## config.mk

```make
export PLATFORM = sky130hd
export DESIGN_NAME = term_printer
export DESIGN_NICKNAME = d
export VERILOG_FILES = /design/src/rtl/printer_pkg.sv /design/src/rtl/printer_str_rom.sv /design/src/rtl/term_printer.sv
export SDC_FILE = /design/constraint.sdc
export NUM_CORES = 1
export LEC_CHECK = 0
export ABC_AREA = 0
export CORE_MARGIN = 2
export CORE_UTILIZATION = 39
export CTS_CLUSTER_SIZE = 8
export DETAILED_ROUTE_END_ITERATION = 12
export GPL_TIMING_DRIVEN = 0
export PLACE_DENSITY_LB_ADDON = 0.1
export SLEW_MARGIN = 20
export SYNTH_ARGS = -nofsm -noshare
export SYNTH_HDL_FRONTEND = slang
export SYNTH_SLANG_ARGS = --single-unit
```

## constraint.sdc

```tcl
create_clock -name clk -period 5.05 [get_ports clk]
set_input_delay 1.01 -clock clk [delete_from_list [all_inputs] [get_ports clk]]
set_output_delay 1.01 -clock clk [all_outputs]
set_load 0.005 [all_outputs]
```

## src/rtl/printer_pkg.sv

```systemverilog
// Shared types, ASCII constants and helpers for the terminal print engine.
package printer_pkg;

    typedef enum logic [2:0] {
        ST_IDLE,
        ST_MSG_RD,
        ST_MSG_TX,
        ST_RPT_TX,
        ST_DONE
    } state_t;

    localparam logic [7:0] CH_CR  = 8'h0D;
    localparam logic [7:0] CH_LF  = 8'h0A;
    localparam logic [7:0] CH_NUL = 8'h00;
    localparam logic [7:0] CH_R   = 8'h52;
    localparam logic [7:0] CH_EQ  = 8'h3D;

    localparam int MSG_NONE    = 0;
    localparam int MSG_INTRO   = 1;
    localparam int MSG_BENCH   = 2;
    localparam int MSG_ALU     = 3;
    localparam int MSG_CPU     = 4;
    localparam int MSG_INVALID = 5;
    localparam int MSG_REPORT  = 6;

    function automatic logic [7:0] hex2ascii(input logic [3:0] n);
        if (n < 4'd10)
            return 8'h30 + {4'h0, n};
        else
            return 8'h37 + {4'h0, n};
    endfunction

endpackage

```

## src/rtl/printer_str_rom.sv

```systemverilog
// Message string ROM, registered read. Returns the addressed byte and its
// successor so the caller can spot the terminating NUL one byte early.
module printer_str_rom
    import printer_pkg::*;
#(
    parameter int MSG_W   = 3,
    parameter int MAX_LEN = 64
) (
    input  logic                         clk,
    input  logic                         rst,
    input  logic [MSG_W+$clog2(MAX_LEN)-1:0] addr,
    output logic [7:0]                   rdata,
    output logic [7:0]                   rnext
);

    localparam int IDX_W = $clog2(MAX_LEN);

    logic [MSG_W-1:0] cmd;
    logic [IDX_W-1:0] idx;
    logic [IDX_W-1:0] idx_n;

    assign cmd   = addr[MSG_W+IDX_W-1:IDX_W];
    assign idx   = addr[IDX_W-1:0];
    assign idx_n = idx + IDX_W'(1);

    // Strings are held right-justified in a 16-character field.
    function automatic logic [7:0] str_byte(input logic [MSG_W-1:0] c,
                                            input logic [IDX_W-1:0] i);
        logic [127:0] s;
        int           n;
        int           j;
        s = '0;
        n = 0;
        j = int'(i);
        case (int'(c))
            MSG_INTRO:   begin s = 128'("HELLO");   n = 5; end
            MSG_BENCH:   begin s = 128'("BENCH");   n = 5; end
            MSG_ALU:     begin s = 128'("ALU");     n = 3; end
            MSG_CPU:     begin s = 128'("CPU");     n = 3; end
            MSG_INVALID: begin s = 128'("INVALID"); n = 7; end
            MSG_REPORT:  begin s = 128'("REPORT");  n = 6; end
            default:     begin s = '0;              n = 0; end
        endcase
        if (j < n)
            str_byte = s[8*(n-1-j) +: 8];
        else
            str_byte = CH_NUL;
    endfunction

    always_ff @(posedge clk) begin
        if (rst) begin
            rdata <= CH_NUL;
            rnext <= CH_NUL;
        end else begin
            rdata <= str_byte(cmd, idx);
            rnext <= str_byte(cmd, idx_n);
        end
    end

endmodule

```

## src/rtl/term_printer.sv

```systemverilog
// Terminal print engine: arbitrates fixed messages and numeric reports and
// streams them as ASCII bytes over a valid/ready link to the UART.
//
// state     | meaning
// ST_IDLE   | arbitrate; message beats reports, lowest source index wins
// ST_MSG_RD | first ROM read of the selected string in flight
// ST_MSG_TX | present string bytes until NUL or MAX_LEN
// ST_RPT_TX | present "R<i>=<hex>" CR LF from the latched payload
// ST_DONE   | one-cycle completion pulse
module term_printer
    import printer_pkg::*;
#(
    parameter int NUM_SRC = 4,
    parameter int DATA_W  = 32,
    parameter int MSG_W   = 3,
    parameter int MAX_LEN = 64
) (
    input  logic                      clk,
    input  logic                      rst,
    input  logic [MSG_W-1:0]          msg_cmd,
    input  logic                      msg_valid,
    output logic                      msg_ready,
    input  logic [NUM_SRC*DATA_W-1:0] src_data,
    input  logic [NUM_SRC-1:0]        src_valid,
    output logic [NUM_SRC-1:0]        src_ack,
    output logic [7:0]                tx_data,
    output logic                      tx_valid,
    input  logic                      tx_ready,
    output logic                      busy,
    output logic                      done
);

    localparam int NIB     = DATA_W / 4;
    localparam int RPT_LEN = 5 + NIB;
    localparam int K_W     = $clog2(RPT_LEN);
    localparam int IDX_W   = $clog2(MAX_LEN);
    localparam int SRC_W   = (NUM_SRC > 1) ? $clog2(NUM_SRC) : 1;

    state_t              state_q, state_d;
    logic [MSG_W-1:0]    cmd_q;
    logic [IDX_W-1:0]    idx_q, idx_d;
    logic [K_W-1:0]      k_q;
    logic [SRC_W-1:0]    sel_q, sel_d;
    logic [DATA_W-1:0]   payload_q;
    logic [7:0]          rom_data, rom_next;
    logic [7:0]          rpt_byte;
    logic                any_src;
    logic                msg_acc, rpt_acc, tx_fire;
    logic                rpt_last, msg_last;
    int                  kk, nib_pos;

    printer_str_rom #(
        .MSG_W   (MSG_W),
        .MAX_LEN (MAX_LEN)
    ) u_rom (
        .clk   (clk),
        .rst   (rst),
        .addr  ({cmd_q, idx_d}),
        .rdata (rom_data),
        .rnext (rom_next)
    );

    always_comb begin
        any_src = 1'b0;
        sel_d   = '0;
        for (int i = NUM_SRC - 1; i >= 0; i--) begin
            if (src_valid[i]) begin
                any_src = 1'b1;
                sel_d   = SRC_W'(i);
            end
        end
    end

    // Acceptance is masked during reset so no handshake leaks out while rst is high.
    assign msg_acc  = (state_q == ST_IDLE) && msg_valid && !rst;
    assign rpt_acc  = (state_q == ST_IDLE) && !msg_valid && any_src && !rst;
    assign tx_fire  = tx_valid && tx_ready;
    assign rpt_last = (k_q == K_W'(RPT_LEN - 1));
    assign msg_last = (rom_next == CH_NUL) || (idx_q == IDX_W'(MAX_LEN - 1));

    always_ff @(posedge clk) begin
        if (rst)
            state_q <= ST_IDLE;
        else
            state_q <= state_d;
    end

    always_comb begin
        state_d = state_q;
        case (state_q)
            ST_IDLE: begin
                if (msg_acc)
                    state_d = (msg_cmd == '0) ? ST_DONE : ST_MSG_RD;
                else if (rpt_acc)
                    state_d = ST_RPT_TX;
            end
            ST_MSG_RD: state_d = ST_MSG_TX;
            ST_MSG_TX: begin
                if (rom_data == CH_NUL)
                    state_d = ST_DONE;
                else if (tx_fire && msg_last)
                    state_d = ST_DONE;
            end
            ST_RPT_TX: begin
                if (tx_fire && rpt_last)
                    state_d = ST_DONE;
            end
            ST_DONE:   state_d = ST_IDLE;
            default:   state_d = ST_IDLE;
        endcase
    end

    // The ROM is addressed with the next index so a stalled byte is simply re-read.
    always_comb begin
        idx_d = idx_q;
        if (state_q == ST_IDLE)
            idx_d = '0;
        else if (state_q == ST_MSG_TX && tx_fire)
            idx_d = idx_q + IDX_W'(1);
    end

    always_ff @(posedge clk) begin
        if (rst) begin
            cmd_q     <= '0;
            idx_q     <= '0;
            k_q       <= '0;
            sel_q     <= '0;
            payload_q <= '0;
        end else begin
            idx_q <= idx_d;
            if (msg_acc)
                cmd_q <= msg_cmd;
            if (rpt_acc) begin
                sel_q     <= sel_d;
                payload_q <= src_data[int'(sel_d)*DATA_W +: DATA_W];
                k_q       <= '0;
            end else if (state_q == ST_RPT_TX && tx_fire) begin
                k_q <= k_q + K_W'(1);
            end
        end
    end

    always_comb begin
        kk       = int'(k_q);
        nib_pos  = 0;
        rpt_byte = CH_LF;
        if (kk == 0)
            rpt_byte = CH_R;
        else if (kk == 1)
            rpt_byte = hex2ascii(4'(sel_q));
        else if (kk == 2)
            rpt_byte = CH_EQ;
        else if (kk < 3 + NIB) begin
            nib_pos  = NIB - 1 - (kk - 3);
            rpt_byte = hex2ascii(payload_q[4*nib_pos +: 4]);
        end else if (kk == 3 + NIB)
            rpt_byte = CH_CR;
    end

    always_comb begin
        msg_ready = msg_acc;
        src_ack   = rpt_acc ? (NUM_SRC'(1) << sel_d) : '0;
        busy      = (state_q != ST_IDLE);
        done      = (state_q == ST_DONE);
        tx_valid  = 1'b0;
        tx_data   = 8'h00;
        case (state_q)
            ST_MSG_TX: begin
                tx_valid = (rom_data != CH_NUL);
                tx_data  = rom_data;
            end
            ST_RPT_TX: begin
                tx_valid = 1'b1;
                tx_data  = rpt_byte;
            end
            default: ;
        endcase
    end

endmodule
```

==> results of run 1 <==
sequential cells by signal, indices dropped and copies added (netlist names):
| signal | flops |
|---|---|
| u_rom.rnext | 6 |
| idx_q | 6 |
| u_rom.rdata | 6 |
| state_q | 3 |
| payload_q | 32 |
| k_q | 4 |
| cmd_q | 3 |
| sel_q | 2 |
timing repair:
| action | 4_1_cts | 5_1_grt |
|---|---|---|
| endpoints found under the setup margin | 6 | 7 |
| resized for setup | 2 | 6 |
| hold buffers | 0 | 0 |
final cells by class:
class | instances | area, sq um | area share
repair buffers | 153 | 1530 | 0.205
inverters | 23 | 88.8 | 0.0119
clock inverters | 4 | 45.0 | 0.00604
flip-flops and latches | 62 | 1240 | 0.166
well taps | 176 | 220 | 0.0295
plain buffers | 57 | 253 | 0.0339
multi-input cells | 647 | 3820 | 0.512
clock buffers | 12 | 256 | 0.0344
routing by layer:
layer / part of all wire / global-route usage / vias up
met5: 0 / 0 / -
met4: 0.019 / 0.0769 / 0
met3: 0.062 / 0.0493 / 27
met2: 0.46 / 0.420 / 218
met1: 0.46 / 0.333 / 2806
li1: - / - / 3115
cells by family (layout without fill, tap and decap cells):
| group | Yosys count | in the layout | synth area share |
|---|---|---|---|
| AO/OA/AOI/OAI | 168 | 168 | 0.199 |
| XOR/XNOR | 20 | 20 | 0.0326 |
| adder cells (fa/ha/maj) | 25 | 25 | 0.0606 |
| buffers and inverters | 81 | 249 | 0.0632 |
| flip-flops | 62 | 62 | 0.231 |
| multiplexers | 16 | 16 | 0.0529 |
| other | 1 | 1 | 0.000699 |
| AND/OR/NAND/NOR | 417 | 417 | 0.360 |
power breakdown:
part           leakage, nW  internal (W)  switching [W]
sequential           0.505      0.000536      0.0000230
clock                0.152      0.000406       0.000219
combinational         2.18      0.000433       0.000648
synthesized netlist by cell type (9+ instances only):
cell / instances
sky130_fd_sc_hd__clkbuf_1: 47
sky130_fd_sc_hd__ha_1: 22
sky130_fd_sc_hd__nor2_1: 32
sky130_fd_sc_hd__nand2_1: 197
sky130_fd_sc_hd__o21ai_0: 31
sky130_fd_sc_hd__xnor2_1: 13
sky130_fd_sc_hd__inv_1: 20
sky130_fd_sc_hd__nand3_1: 104
sky130_fd_sc_hd__a21oi_1: 70
sky130_fd_sc_hd__nor3_1: 27
sky130_fd_sc_hd__dfxtp_1: 62
sky130_fd_sc_hd__nor2b_1: 9
how the worst max path moves through the flow:
stage / endpoint / slack [ps] / from / depth (start not counted)
after floorplan: tx_data[6] / 1100 / k_q[0] / 12
after global placement: u_rom.rdata[0] / -140 / tx_ready / 13
after detailed placement: u_rom.rnext[0] / -130 / tx_ready / 15
after CTS: tx_data[2] / 120 / k_q[0] / 12
after global routing: u_rom.rnext[0] / 10 / tx_ready / 15
final: u_rom.rnext[0] / 300 / tx_ready / 15
stage by stage:
step / TNS [ps] / instance area, sq um / util
3_5_place_dp: -292 / 7120 / 0.533
4_1_cts: 0 / 7420 / 0.556
6_report: 0 / 7460 / 0.559
5_1_grt: 0 / 7460 / 0.559
3_3_place_gp: -305 / 7120 / 0.533
2_1_floorplan: 0 / 5370 / -
critical path: stages:
cell	delay, ps
sky130_fd_sc_hd__clkdlybuf4s50_1	650
sky130_fd_sc_hd__o21ai_0	220
sky130_fd_sc_hd__a311oi_4	520
sky130_fd_sc_hd__inv_1	140
sky130_fd_sc_hd__ha_1	270
sky130_fd_sc_hd__xnor2_1	220
sky130_fd_sc_hd__inv_1	70
sky130_fd_sc_hd__ha_1	420
sky130_fd_sc_hd__xor2_2	420
sky130_fd_sc_hd__nor2_1	170
sky130_fd_sc_hd__a22o_1	260
sky130_fd_sc_hd__a22oi_1	190
sky130_fd_sc_hd__o21ai_0	120
sky130_fd_sc_hd__a22oi_1	210
sky130_fd_sc_hd__nor3_1	60
==> report_table.html, run 1 <==
<table>
<tr><th>Metric</th><th>Value</th></tr>
<tr><th colspan="2">Run status</th></tr>
<tr><td>Status</td><td>finished clean</td></tr>
<tr><th colspan="2">Final layout</th></tr>
<tr><td>Number of cells in the finished layout apart from fillers</td><td>1134</td></tr>
<tr><td>Most frequent cells in the layout</td><td>197 x sky130_fd_sc_hd__nand2_1, 153 x sky130_fd_sc_hd__clkdlybuf4s50_1, 104 x sky130_fd_sc_hd__nand3_1</td></tr>
<tr><td>Number of nets in the finished design</td><td>1116</td></tr>
<tr><td>Area growth from synthesis to layout</td><td>39.0%</td></tr>
<tr><td>Most common cell after layout, fill and taps aside</td><td>sky130_fd_sc_hd__nand2_1</td></tr>
<tr><td>Antenna cell count</td><td>0</td></tr>
<tr><td>Filler Cells Inserted</td><td>1381</td></tr>
<tr><td>Share of post-route cells with drive strength above 1</td><td>0.0637</td></tr>
<tr><th colspan="2">Synth</th></tr>
<tr><td>Yosys cell types</td><td>76</td></tr>
<tr><td>Net count of the mapped netlist</td><td>953</td></tr>
<tr><td>Yosys top cell area share</td><td>0.231</td></tr>
<tr><td>Share of flip-flops with an asynchronous set or reset after synthesis</td><td>0</td></tr>
<tr><td>Seq/Total Area, Yosys</td><td>0.231</td></tr>
<tr><td>Ys Warns</td><td>0</td></tr>
<tr><td>Avg Synthesized Cell Area</td><td>6.79 sq um</td></tr>
<tr><td>Count of flip-flops with a built-in enable after synthesis</td><td>0</td></tr>
<tr><td>Leading post-synthesis cells by cell area</td><td>sky130_fd_sc_hd__dfxtp_1 23%, sky130_fd_sc_hd__nand2_1 14%, sky130_fd_sc_hd__nand3_1 9.7%, sky130_fd_sc_hd__a21oi_1 6.5%, sky130_fd_sc_hd__ha_1 5.1%</td></tr>
<tr><td>Post-synth design cell area</td><td>5370 sq um</td></tr>
<tr><td>Commonest register cell after synthesis</td><td>sky130_fd_sc_hd__dfxtp_1</td></tr>
<tr><td>Gate count after technology mapping</td><td>790</td></tr>
<tr><td>Register bit count reported by yosys</td><td>62</td></tr>
<tr><td>Cell accounting for the most synthesized area</td><td>sky130_fd_sc_hd__dfxtp_1</td></tr>
<tr><th colspan="2">Floorplan</th></tr>
<tr><td>Rows</td><td>42</td></tr>
<tr><td>I/O pin cnt</td><td>155</td></tr>
<tr><td>Die Height</td><td>121 um</td></tr>
<tr><td>Initial core utilization</td><td>0.402</td></tr>
<tr><td>Die area</td><td>14700 sq um</td></tr>
<tr><td>Core area</td><td>13300 sq um</td></tr>
<tr><td>Die extent in x</td><td>121 um</td></tr>
<tr><th colspan="2">Critical path</th></tr>
<tr><td>Critical path endpoint category</td><td>flip-flop</td></tr>
<tr><td>Flop-to-flop setup slack</td><td>640 ps</td></tr>
<tr><td>Cell count of the worst reg-to-reg path</td><td>15</td></tr>
<tr><td>Required time worst endpoint</td><td>5250 ps</td></tr>
<tr><td>Capture instance of the worst register-to-register path</td><td>u_rom.rnext[0]</td></tr>
<tr><td>Worst endpoint data arrival time</td><td>4960 ps</td></tr>
<tr><td>Worst flop-to-flop path startpoint</td><td>u_rom.rdata[6]</td></tr>
<tr><td>Kind of start point of the critical path</td><td>input pin</td></tr>
<tr><td>Maximum fanout along the worst path</td><td>10</td></tr>
<tr><td>Kind of critical path</td><td>input pin to flip-flop</td></tr>
<tr><th colspan="2">STA</th></tr>
<tr><td>Final-report max-slew violation count</td><td>0</td></tr>
<tr><td>Transition time of the tightest slew-check pin</td><td>647 ps</td></tr>
<tr><td>Final hold slack</td><td>450 ps</td></tr>
<tr><td>Final number of hold-violating endpoints</td><td>0</td></tr>
<tr><td>Clock period minus final worst setup slack</td><td>4750 ps</td></tr>
<tr><td>Worst setup skew after layout</td><td>4.05 ps</td></tr>
<tr><td>Part of the cycle the worst path needs</td><td>0.941</td></tr>
<tr><td>Count of final setup violators</td><td>0</td></tr>
<tr><td>Headroom to the max-slew limit</td><td>0.568</td></tr>
<tr><td>Crit path setup slack, layout</td><td>298 ps</td></tr>
<tr><td>Maximum operating frequency</td><td>0.210 GHz</td></tr>
<tr><td>Setup repair after global routing missed its margin</td><td>false</td></tr>
<tr><th colspan="2">Global route</th></tr>
<tr><td>Pin count of the biggest net entering global routing</td><td>11</td></tr>
<tr><td>Vias in the first global route</td><td>6027</td></tr>
<tr><td>Antenna violations before repair</td><td>0</td></tr>
<tr><td>First-pass GRT wire length</td><td>29800 um</td></tr>
<tr><td>Grt ovf</td><td>0</td></tr>
<tr><td>All-Layer GR Usage</td><td>0.253</td></tr>
<tr><th colspan="2">Detailed routing</th></tr>
<tr><td>DRT Wirelength</td><td>18000 um</td></tr>
<tr><td>Count of TritonRoute iterations in the first routing pass</td><td>6</td></tr>
<tr><td>Remaining DRCs</td><td>0</td></tr>
<tr><td>Routed length per instance</td><td>15.9 um</td></tr>
<tr><td>Ratio of routed vias to standard cells</td><td>5.44</td></tr>
<tr><td>Number of nets with antenna violations after routing</td><td>0</td></tr>
<tr><td>Starting DRC count in detailed routing</td><td>499</td></tr>
<tr><td>Number of vias in the routed layout</td><td>6166</td></tr>
<tr><th colspan="2">Worst hold path</th></tr>
<tr><td>Hold Path Stages</td><td>2</td></tr>
<tr><td>Hold Crit Class</td><td>flip-flop to flip-flop</td></tr>
<tr><td>Hold-critical path endpoint</td><td>payload_q[29]</td></tr>
<tr><td>Start point of the worst hold path</td><td>payload_q[29]</td></tr>
<tr><th colspan="2">Placed design</th></tr>
<tr><td>HPWL Detailed</td><td>14200 um</td></tr>
<tr><td>Global placement routability congestion</td><td>0.873</td></tr>
<tr><td>Worst Setup Slack post-DPL</td><td>-131 ps</td></tr>
<tr><td>Buffers added on ports</td><td>153</td></tr>
<tr><td>Placed cell count</td><td>1119</td></tr>
<tr><th colspan="2">Clock network</th></tr>
<tr><td>Clock Tree Buf Depth</td><td>2</td></tr>
<tr><td>Root buffer cell</td><td>sky130_fd_sc_hd__clkbuf_16</td></tr>
<tr><td>CTS buffer count</td><td>9</td></tr>
<tr><td>Clock latency on the worst-skew pair</td><td>330 ps</td></tr>
<tr><td>Clock Sink Count</td><td>62</td></tr>
<tr><td>CTS tree</td><td>yes</td></tr>
<tr><td>Buffers inserted by post-CTS timing repair</td><td>0</td></tr>
<tr><td>Deepest level of the CTS H-tree</td><td>3</td></tr>
<tr><td>Clock-pin slew on the worst setup and hold paths</td><td>50 ps</td></tr>
<tr><th colspan="2">Power and ir drop</th></tr>
<tr><td>Leakage power total</td><td>2.84 nW</td></tr>
<tr><td>Peak supply drop</td><td>0.000174 V</td></tr>
<tr><td>Power Total</td><td>0.00227 W</td></tr>
<tr><td>PwrDens</td><td>304 nW/um^2</td></tr>
<tr><th colspan="2">Job</th></tr>
<tr><td>Total of max-cap violations</td><td>0</td></tr>
</table>
Note: power is estimated with default switching activity, not from simulation.
==> run 2, diff against run 1 <==
- CTS_CLUSTER_SIZE: 8 -> not set
==> results of run 2 <==
Final layout, timing and power as in run 1 (identical DEF).
